===== src/rtl/uart_pkg.sv =====
// Shared UART receive types and defaults.
// UART_RX_PARITY_EN adds the PARITY state (even parity).
package uart_pkg;

  localparam int DEF_DATA_BITS  = 8;
  localparam int DEF_OVERSAMPLE = 16;

  // Expected parity bit equals XOR of the data bits XOR this constant (0 = even).
  localparam logic PARITY_ODD = 1'b0;

  typedef enum logic [2:0] {
    ST_IDLE,
    ST_START,
    ST_DATA,
`ifdef UART_RX_PARITY_EN
    ST_PARITY,
`endif
    ST_STOP,
    ST_BREAK
  } rx_state_t;

endpackage


===== src/rtl/uart_rx_sync2.sv =====
// Two-flop synchronizer for one asynchronous input; RESET_VAL sets both flops in reset.
module sync2 #(
  parameter logic RESET_VAL = 1'b1
) (
  input  logic clk50,
  input  logic reset,
  input  logic d,
  output logic q
);

  logic meta;

  always_ff @(posedge clk50 or posedge reset) begin
    if (reset) begin
      meta <= RESET_VAL;
      q    <= RESET_VAL;
    end else begin
      meta <= d;
      q    <= meta;
    end
  end

endmodule


===== src/rtl/uart_rx.sv =====
// Oversampling UART receiver, LSB first, advancing only on tick.
// Optional even-parity bit and parity_err output with UART_RX_PARITY_EN.
//
// state  | meaning
// IDLE   | line idle, waiting for a low sample
// START  | counting to mid start bit to reject glitches
// DATA   | sampling DATA_BITS data bits at bit centres
// PARITY | sampling the parity bit (UART_RX_PARITY_EN only)
// STOP   | sampling the stop bit, reporting the frame
// BREAK  | stop bit was low; waiting for the line to return high
module uart_rx
  import uart_pkg::*;
#(
  parameter int DATA_BITS  = DEF_DATA_BITS,
  parameter int OVERSAMPLE = DEF_OVERSAMPLE
) (
  input  logic                 clk50,
  input  logic                 reset,
  input  logic                 tick,
  input  logic                 rx,
  output logic [DATA_BITS-1:0] data,
  output logic                 data_valid,
  output logic                 frame_err,
`ifdef UART_RX_PARITY_EN
  output logic                 parity_err,
`endif
  output logic                 busy
);

  localparam int CW = $clog2(OVERSAMPLE);
  localparam int BW = $clog2(DATA_BITS + 1);
  localparam logic [CW-1:0] MID  = CW'(OVERSAMPLE / 2 - 1);
  localparam logic [CW-1:0] LAST = CW'(OVERSAMPLE - 1);
  localparam logic [BW-1:0] BIT_LAST = BW'(DATA_BITS - 1);

  logic rx_s;
  rx_state_t state, state_n;
  logic [CW-1:0] cnt, cnt_n;
  logic [BW-1:0] bit_idx, bit_n;
  logic [DATA_BITS-1:0] shreg, shreg_n, data_n;
  logic dv_n, fe_n;
`ifdef UART_RX_PARITY_EN
  logic par_bit, par_n, pe_n;
`endif

  sync2 #(.RESET_VAL(1'b1)) u_sync (
    .clk50 (clk50),
    .reset (reset),
    .d     (rx),
    .q     (rx_s)
  );

  always_ff @(posedge clk50 or posedge reset) begin
    if (reset) begin
      state      <= ST_IDLE;
      cnt        <= '0;
      bit_idx    <= '0;
      shreg      <= '0;
      data       <= '0;
      data_valid <= 1'b0;
      frame_err  <= 1'b0;
`ifdef UART_RX_PARITY_EN
      par_bit    <= 1'b0;
      parity_err <= 1'b0;
`endif
    end else begin
      state      <= state_n;
      cnt        <= cnt_n;
      bit_idx    <= bit_n;
      shreg      <= shreg_n;
      data       <= data_n;
      data_valid <= dv_n;
      frame_err  <= fe_n;
`ifdef UART_RX_PARITY_EN
      par_bit    <= par_n;
      parity_err <= pe_n;
`endif
    end
  end

  // Pulse outputs default low every cycle, so they stay one clk50 wide at any tick rate.
  always_comb begin
    state_n = state;
    cnt_n   = cnt;
    bit_n   = bit_idx;
    shreg_n = shreg;
    data_n  = data;
    dv_n    = 1'b0;
    fe_n    = 1'b0;
`ifdef UART_RX_PARITY_EN
    par_n   = par_bit;
    pe_n    = 1'b0;
`endif
    if (tick) begin
      case (state)
        ST_IDLE: begin
          if (!rx_s) begin
            state_n = ST_START;
            cnt_n   = '0;
          end
        end
        ST_START: begin
          if (cnt == MID) begin
            cnt_n   = '0;
            bit_n   = '0;
            state_n = rx_s ? ST_IDLE : ST_DATA;
          end else begin
            cnt_n = cnt + 1'b1;
          end
        end
        ST_DATA: begin
          if (cnt == LAST) begin
            cnt_n   = '0;
            shreg_n = {rx_s, shreg[DATA_BITS-1:1]};
            bit_n   = bit_idx + 1'b1;
            if (bit_idx == BIT_LAST) begin
`ifdef UART_RX_PARITY_EN
              state_n = ST_PARITY;
`else
              state_n = ST_STOP;
`endif
            end
          end else begin
            cnt_n = cnt + 1'b1;
          end
        end
`ifdef UART_RX_PARITY_EN
        ST_PARITY: begin
          if (cnt == LAST) begin
            cnt_n   = '0;
            par_n   = rx_s;
            state_n = ST_STOP;
          end else begin
            cnt_n = cnt + 1'b1;
          end
        end
`endif
        ST_STOP: begin
          if (cnt == LAST) begin
            cnt_n = '0;
            if (rx_s) begin
              state_n = ST_IDLE;
`ifdef UART_RX_PARITY_EN
              if (par_bit != ((^shreg) ^ PARITY_ODD)) begin
                pe_n = 1'b1;
              end else begin
                data_n = shreg;
                dv_n   = 1'b1;
              end
`else
              data_n = shreg;
              dv_n   = 1'b1;
`endif
            end else begin
              fe_n    = 1'b1;
              state_n = ST_BREAK;
            end
          end else begin
            cnt_n = cnt + 1'b1;
          end
        end
        ST_BREAK: begin
          if (rx_s) state_n = ST_IDLE;
        end
        default: state_n = ST_IDLE;
      endcase
    end
  end

  assign busy = (state != ST_IDLE);

endmodule


===== config.mk =====
export PLATFORM = sky130hd
export DESIGN_NAME = uart_rx
export DESIGN_NICKNAME = d
export VERILOG_FILES = /design/src/rtl/uart_pkg.sv /design/src/rtl/uart_rx_sync2.sv /design/src/rtl/uart_rx.sv
export SDC_FILE = /design/constraint.sdc
export NUM_CORES = 1
export LEC_CHECK = 0
export CELL_PAD_IN_SITES_DETAIL_PLACEMENT = 1
export CELL_PAD_IN_SITES_GLOBAL_PLACEMENT = 1
export CORE_MARGIN = 10
export CORE_UTILIZATION = 48
export DETAILED_ROUTE_END_ITERATION = 7
export GPL_TIMING_DRIVEN = 0
export PLACE_DENSITY_LB_ADDON = 0.1
export REMOVE_ABC_BUFFERS = 1
export SYNTH_ARGS = -nofsm -noshare
export SYNTH_HDL_FRONTEND = slang
export SYNTH_SLANG_ARGS = --single-unit

===== constraint.sdc =====
create_clock -name clk50 -period 3.4 [get_ports clk50]
set_clock_uncertainty 0.05 [all_clocks]
set_input_delay 0.68 -clock clk50 [delete_from_list [all_inputs] [get_ports clk50]]
set_output_delay 0.68 -clock clk50 [all_outputs]
set_load 0.1 [all_outputs]

# After elaboration in Yosys (flattened, before gate mapping)
# Cells that the tools add are included.
dict set report totals {
  reg_bits 31
  in_bits 4
}
dict set report classes {
  add_sub_neg 2
  n_eq_ne 13
  n_mux 24
  reduce_logical 10
}
# operator n
set ops {}
lappend ops {{2-to-1 mux 3 bit} 7}
lappend ops {{2-to-1 mux 4 bit} 5}
lappend ops {{case mux 3 bit (5 select lines)} 1}
lappend ops {{case mux 4 bit (3 select lines)} 1}
lappend ops {{!= test 2 bit (second input constant)} 5}
lappend ops {{adder 4 x 1 -> 4 bit (second input constant)} 2}
lappend ops {{equality test 4 x 3 -> 1 bit (second input constant)} 2}
lappend ops {{2-to-1 mux 1 bit} 8}
lappend ops {{case mux 4 bit (2 select lines)} 1}
lappend ops {{AND reduction 4 bit} 2}
lappend ops {{AND reduction 7 bit} 1}
lappend ops {{equality test 3 x 2 -> 1 bit (second input constant)} 2}
lappend ops {{AND reduction 3 bit} 2}
lappend ops {{nonzero test 3 bit} 2}
lappend ops {{equality test 4 bit (second input constant)} 1}
lappend ops {{equality test 3 x 1 -> 1 bit (second input constant)} 1}
lappend ops {{equality test 3 bit (second input constant)} 1}
lappend ops {{zero test 3 bit} 1}
lappend ops {{2-to-1 mux 2 bit} 1}
lappend ops {{!= test 2 x 1 -> 1 bit (second input constant)} 1}
lappend ops {{nonzero test 2 bit} 1}
lappend ops {{OR reduction 2 bit} 1}

# Longest topological paths before layout
# Gate-level depths: netlist of run 1.
dict set report depth {
  word_depth 4
  depth_mapped 6
}

# Cells and area by module
# From an unflattened synthesis of run 1, not the netlist that was laid out.
dict set report hier_totals {
  hier_cells 121
  area_unflattened_um2 1461.4
}
# mod n_inst cells_per_inst area_each_um2 seq_area_each_um2
set by_module_without_submodules {}
lappend by_module_without_submodules {uart_rx 1 118 1405.1 725.7}
lappend by_module_without_submodules {sync2 1 3 56.3 52.6}

# Worst setup path after synthesis of run 1
# Ideal clock, no wire load.
dict set report synth_timing {
  kind {reg-to-output}
  from {register state[1]}
  to {output busy}
  t_arrival_ns 1.261
  t_required_ns 2.670
  setup_slack_ns 1.409
  stages_incl_launch_ff 4
  n_path_buf 1
  cell_sequence {dfrtp_1 > buf_2 > nor2_1 > nand2_1}
}
dict set report synth_via {
  elab_chain_len 1
}
# item line_no
set synth_rtl {}
lappend synth_rtl {{start: declaration} uart_rx.sv:37} ;# rx_state_t state, state_n;
lappend synth_rtl {{start signal: assignment} uart_rx.sv:67} ;# state <= state_n;
lappend synth_rtl {{nonzero test 3 bit} uart_rx.sv:170} ;# assign busy = (state != ST_IDLE);
lappend synth_rtl {{end: declaration} uart_rx.sv:27} ;# output logic busy
# No other way between the ends.

# Worst setup path in the final report of run 1
# Ends and elaborated chain as after synthesis.

==> impl_metrics.tcl, run 1 <==
set metrics [dict create \
    clkPwrFrac 0.289 \
    portBuffers 14 \
    fillers 302 \
    synth_area_leaders "dfrtp_1 50%, mux2_1 11%, dfstp_2 3.6%" \
    startpoint "state[1]" \
    yosys.area_share.simple 0.1603 \
    nets 140 \
    syn-mean-instance-area_um2 12.13 \
    switchingPower_w 0.0003674 \
    rrSetupSlack_ns 1.40 \
    path_cells "nor2_1, nand2_1, clkdlybuf4s50_1" \
    multi_input_area_um2 615.6 \
    critical_path.top_delay_family "buffers and inverters" \
    cp_max_fo 14 \
    synth_mux_area_frac 0.1456 \
    end_kind "output pin" \
    clock_sinks 31 \
    ys_ff_latch 31 \
    timing.critical_path.arrival_ns 2.27 \
    setup_violations 0 \
    synth_top_family_by_area "simple AND/OR/NAND/NOR gates" \
    drcViolationCount 0 \
    synthFlopType "dfrtp_1" \
    start_kind "flip-flop" \
    ys_types 38 \
    ys_warn_count 0 \
    rows 19 \
    grt_use_total 0.1234 \
    viasPerCell 5.886 \
    n_antenna_cell 0 \
    max_stage_delay_ns 1.13 \
    met3_usage 0.04468 \
    status "finished clean" \
    seqPwrFrac 0.461 \
    routabilityCongestion 0.8134 \
    synth_area_mm2 0.001444 \
    cp.depth 3 \
    cts_tree "built" \
    worst_pin_slew_ns 1.181 \
    via_count 977 \
    ant_nets 0 \
    synth_edf_count 0 \
    worstHoldPathType "reg2reg" \
    layout-drive-gt1-share 0.1407 \
    final.setup.tns_ns 0 \
    insertion_delay_ns 0.34 \
    hold_viol_final 0 \
    critical_path_class "reg2out" \
    yosys-top-cells-count "29 x dfrtp_1, 14 x mux2_1, 9 x nand2_1, 5 x o21ai_0" \
    ir_worst_vdd_v 0.0003512 \
    grt.met2_usage 0.1924 \
    numCtsBuffers 5 \
    hold_depth 0 \
    crit_buf_inv 1 \
    wl_per_cell_um 18.31 \
    endpoint "busy" \
    rsz0062_at_grt "false" \
    syn_inst 119 \
    pin_count 15 \
    initial_core_util 0.5147 \
    cts.clk_slew.worst_paths_ns 0.11 \
    r2r-end "shreg[3]" \
    dieArea_mm2 0.005602 \
    clockBufferDepth 2 \
    synth-seq-area-share 0.5390 \
    met1_usage 0.1466 \
    yosysMostFrequentCell "dfrtp_1" \
    cap_violations 0 \
    die_height_um 74.85 \
    grt.busiest_layer "met2" \
    yosysTopAreaCellShare 0.5026 \
    synth-compound-area-share 0.09705 \
    drt-total-wl_mm 3.039 \
    relSlewSlack 0.2119 \
    coreArea_mm2 0.002805 \
    ctsResizeCount 0 \
    period_needed_ns 3.003 \
    rr_worst_depth 3 \
    holdBufCountCts 0 \
    grt_start_max_net_pins 32 \
    reg2reg_from "state[1]" \
    clock-root-buffer "clkbuf_4" \
    die-width_um 74.85 \
    combPwrFrac 0.250 \
    regArea_um2 778.2 \
    grt_pass1_wl_mm 5.161 \
    p_per_area_mw_per_mm2 632.5 \
    power_w 0.001059 \
    async_flop_share 1.000 \
    p_int_w 0.0006914 \
    synth_xor_area_frac 0.006066 \
    finalCritPeriodShare 0.8833 \
    worstPathRequired_ns 2.67 \
    synthAdderAreaFrac 0.01733 \
    switching_share 0.3470 \
    crit_path_top_delay_cell "clkdlybuf4s50_1" \
    drtIter0Drc 76 \
    hpwl_mm 2.099 \
    syn_to_final_growth_pct 15.94 \
    slew_violations 0 \
    max_freq_mhz 333.0 \
    grt.overflow.total 0 \
    antenna_found_initial 0 \
    drtPass1Iterations 4 \
    synth_top_cell_by_area "dfrtp_1" \
    p_leak_nw 0.7756 \
    ctsHtreeMaxLevel 2 \
    post_cts_buffers 0 \
    grt_pass1_vias 1075 \
]
-- worst reg2reg max path, delay by kind of cell (launching register included) --
family / cells / cell delay, ns
AND/OR/NAND/NOR: 2 / 0.87
flip-flops: 1 / 0.60
multiplexers: 1 / 0.36
-- final cells by class --
| class | count | area share |
|---|---|---|
| clock buffers | 6 | 0.03064 |
| clock inverters | 2 | 0.02093 |
| inverters | 4 | 0.008969 |
| multi-input cells | 78 | 0.3677 |
| flip-flops and latches | 31 | 0.4649 |
| well taps | 31 | 0.02317 |
| repair buffers | 14 | 0.08371 |
-- how the worst min path moves through the flow --
stage,to,start,slack [ns]
after floorplan,u_sync.q,u_sync.meta,0.30
after global placement,u_sync.q,u_sync.meta,0.30
after detailed placement,u_sync.q,u_sync.meta,0.30
after CTS,u_sync.q,u_sync.meta,0.30
after global routing,u_sync.q,u_sync.meta,0.31
final,u_sync.q,u_sync.meta,0.31
-- per-stage QoR --
step / instances / area, um^2 / setup slack [ns] / hold WS, ns / util
floorplan: 113 / 1409 / 1.426 / 0.2952 / -
detailed placement: 158 / 1588 / 0.6053 / 0.2989 / 0.5660
global placement: 158 / 1588 / 0.6707 / 0.2955 / 0.5660
finish: 166 / 1674 / 0.3969 / 0.3052 / 0.5968
global route: 166 / 1674 / 0.2884 / 0.3088 / 0.5968
CTS: 166 / 1674 / 0.3726 / 0.3034 / 0.5968
-- layer usage --
metal	part of all wire	up-vias
li1	-	458
met1	0.45	493
met2	0.47	19
met3	0.042	7
met4	0.028	0
met5	0	-
-- power by group through the flow --
stage	Clock (W)	Combinational, W	Sequential, W
floorplan	0	0.000210	0.000473
global placement	0	0.000250	0.000489
detailed placement	0	0.000264	0.000496
CTS	0.000313	0.000267	0.000487
global route	0.000328	0.000297	0.000499
finish	0.000306	0.000264	0.000488
-- flip-flops by register name, indices dropped and copies added, names as in the netlist --
signal and cells:
cnt 4, state 3, shreg 8, frame_err 1, data_valid 1, bit_idx 4, u_sync.q 1, u_sync.meta 1
data 8
-- cells by family after synthesis --
group	count (synthesis)
AOI/OAI and AO/OA	18
xor gates and xnor gates	1
adders and majority gates	2
buffers and inverters	10
DFF	31
muxes	19
and+or+nand+nor	38
-- cells in the final DEF, fill, tap and decap left out, types with 2 or more instances in the layout --
cell type and instances:
dfrtp_1 29, mux2_1 14, clkdlybuf4s50_1 14, nand2_1 9, o21ai_0 5, clkbuf_4 5
inv_1 4, nor2_1 4, nand3_1 4, or2_2 3, nand2b_1 3, mux2i_1 3
and3_1 3, a22o_1 2, nand3b_1 2, nor3_1 2, a41oi_1 2, a31oi_1 2
mux2_2 2, ha_1 2, dfstp_2 2
No activity file was read; power rests on OpenSTA's default activity.
==> run 2, diff against run 1 <==
--- a/config.mk
+++ b/config.mk
@@ -13,6 +13,7 @@
 export GPL_TIMING_DRIVEN = 0
 export PLACE_DENSITY_LB_ADDON = 0.1
 export REMOVE_ABC_BUFFERS = 1
+export SKIP_LAST_GASP = 1
 export SYNTH_ARGS = -nofsm -noshare
 export SYNTH_HDL_FRONTEND = slang
 export SYNTH_SLANG_ARGS = --single-unit
==> results of run 2 <==
No change in the layout: final DEF, timing and power equal those of run 1.
==> run 3, diff against run 2 <==
--- a/config.mk
+++ b/config.mk
@@ -8,7 +8,7 @@
 export CELL_PAD_IN_SITES_DETAIL_PLACEMENT = 1
 export CELL_PAD_IN_SITES_GLOBAL_PLACEMENT = 1
 export CORE_MARGIN = 10
-export CORE_UTILIZATION = 48
+export CORE_UTILIZATION = 44
 export DETAILED_ROUTE_END_ITERATION = 7
 export GPL_TIMING_DRIVEN = 0
 export PLACE_DENSITY_LB_ADDON = 0.1
==> constraint.sdc (replaced) <==
create_clock -name clk50 -period 3.1 [get_ports clk50]
set_clock_uncertainty 0.05 [all_clocks]
set_input_delay 0.62 -clock clk50 [delete_from_list [all_inputs] [get_ports clk50]]
set_output_delay 0.62 -clock clk50 [all_outputs]
set_load 0.1 [all_outputs]
==> run 3 against run 2 <==
  * Via count is 0.72% lower
  * Non-clock buffer count stayed put
  * Utilization down 4.7 points
  * Power rose by 15%
  * Critical path depth did not move
  * Register-to-register slack worse by 0.32 ns
  * Sequential power increased by 9.4%
  * Clock-buffer cell count is the same
  * Sequential share of layout area is 0.85 points lower
  * Critical path type unchanged
  * Largest power group unchanged
  * Routed wire length decreased by 5.8%
  * Die area increased by 6.6%
  * Highest routed layer unchanged
==> impl_metrics.tcl, run 3 (synthesis gave the netlist of run 1 again) <==
set metrics [dict create \
    status "finished clean" \
    cp_max_fo 14 \
    setup_violations 0 \
    ir_worst_vdd_v 0.0003109 \
    multi_input_area_um2 615.6 \
    p_per_area_mw_per_mm2 712.4 \
    drtIter0Drc 48 \
    ctsResizeCount 0 \
    worstPathRequired_ns 2.43 \
    nets 140 \
    die-width_um 77.29 \
    holdBufCountCts 0 \
    p_leak_nw 0.7798 \
    period_needed_ns 2.949 \
    cap_violations 0 \
    initial_core_util 0.4653 \
    final_cell_mix "29 x dfrtp_1, 14 x mux2_1, 14 x clkdlybuf4s50_1" \
    numCtsBuffers 5 \
    rsz0062_at_grt "false" \
    stdcell_count 179 \
    portBuffers 14 \
    end_kind "output pin" \
    clock_sinks 31 \
    finalCritPeriodShare 0.9513 \
    wl_per_cell_um 15.99 \
    grt.overflow.total 0 \
    rr_worst_depth 3 \
    top_regs "data (8), shreg (8)" \
    via_count 970 \
    ctsHtreeMaxLevel 2 \
    drcViolationCount 0 \
    regArea_um2 778.2 \
    max_freq_mhz 339.1 \
    fillers 350 \
    antenna_found_initial 0 \
    drtPass1Iterations 4 \
    hold_viol_final 0 \
    coreArea_mm2 0.003103 \
    hold_depth 0 \
    rows 20 \
    grt_start_max_net_pins 32 \
    post_cts_buffers 0 \
    postLayoutSetupSlackWorst_ns 0.1510 \
    die_height_um 77.29 \
    hpwl_mm 2.048 \
    relSlewSlack 0.2258 \
    drt-total-wl_mm 2.863 \
    start_kind "flip-flop" \
    cts_tree "built" \
    clock-root-buffer "clkbuf_4" \
    ant_nets 0 \
    grt_pass1_wl_mm 5.112 \
    grt_pass1_vias 1020 \
    mostFrequentLayoutCell "dfrtp_1" \
    viasPerCell 5.419 \
    syn_to_final_growth_pct 18.11 \
    pre_cts_ws_ns 0.3261 \
    worstHoldPathType "reg2reg" \
    n_antenna_cell 0 \
    final.setup.tns_ns 0 \
    worst_pin_slew_ns 1.160 \
    timing.critical_path.arrival_ns 2.28 \
    layout-drive-gt1-share 0.1333 \
    dieArea_mm2 0.005973 \
    cts.clk_slew.worst_paths_ns 0.09 \
    slew_violations 0 \
    insertion_delay_ns 0.34 \
    clockBufferDepth 2 \
    routabilityCongestion 0.7870 \
    dpl.cell_count 171 \
    grt_use_total 0.1067 \
    critical_path_class "reg2out" \
    pin_count 15 \
]
-- run 3: changes by cell type in the layout (fill, tap and decap cells not counted), sizes merged --
cell    previous run  this run
bufinv             1         2
clkinv             1         0
-- run 3: path summary, 6_finish.rpt --
kind	start	to	slack [ns]
min in group asynchronous	reset	data[1]	0.84
max in group asynchronous	reset	data[4]	1.47
worst max-delay path	state[1]	busy	0.15
worst min register to register	u_sync.meta	u_sync.q	0.31
worst min-delay path	u_sync.meta	u_sync.q	0.31
worst max register to register	state[1]	shreg[6]	1.08
-- run 3: stage by stage --
stage | hold slack, ns | utilization | cell area [um^2] | total power [W]
5_1_grt | 0.3149 | 0.5496 | 1705 | 0.001295
2_1_floorplan | 0.2952 | - | 1409 | 0.0007490
3_5_place_dp | 0.2990 | 0.5169 | 1604 | 0.0008294
6_report | 0.3117 | 0.5496 | 1705 | 0.001215
3_3_place_gp | 0.2954 | 0.5169 | 1604 | 0.0008123
4_1_cts | 0.3131 | 0.5496 | 1705 | 0.001229
-- run 3: power breakdown --
| group | total [W] | leakage [nW] | internal [W] | switching, W |
|---|---|---|---|---|
| logic | 0.000289 | 0.318 | 0.000114 | 0.000175 |
| clock network | 0.000392 | 0.0525 | 0.000252 | 0.000140 |
| registers | 0.000534 | 0.409 | 0.000452 | 0.0000816 |
| total | 0.00121 | 0.780 | 0.000818 | 0.000397 |
-- run 3: cell type report --
type	count	share of cell area
Clock buffer	6	0.02421
Timing Repair Buffer	14	0.08217
Clock inverter	2	0.03522
Multi-Input combinational cell	78	0.3610
Inverter	4	0.008804
Tap cell	44	0.03228
Sequential cell	31	0.4563
-- run 3: critical path, stage by stage, from the launching register on --
cell and delay (ns):
dfrtp_1 0.60, nor2_1 0.11, nand2_1 0.09, clkdlybuf4s50_1 1.13
-- run 3: per-layer routing --
metal / wire length, um / vias to the layer above / GRT usage
met3: 150 / 7 / 0.04779
met2: 1418 / 16 / 0.1639
li1: - / 456 / -
met4: 55 / 0 / 0.04927
met5: 0 / - / 0
met1: 1240 / 491 / 0.1240
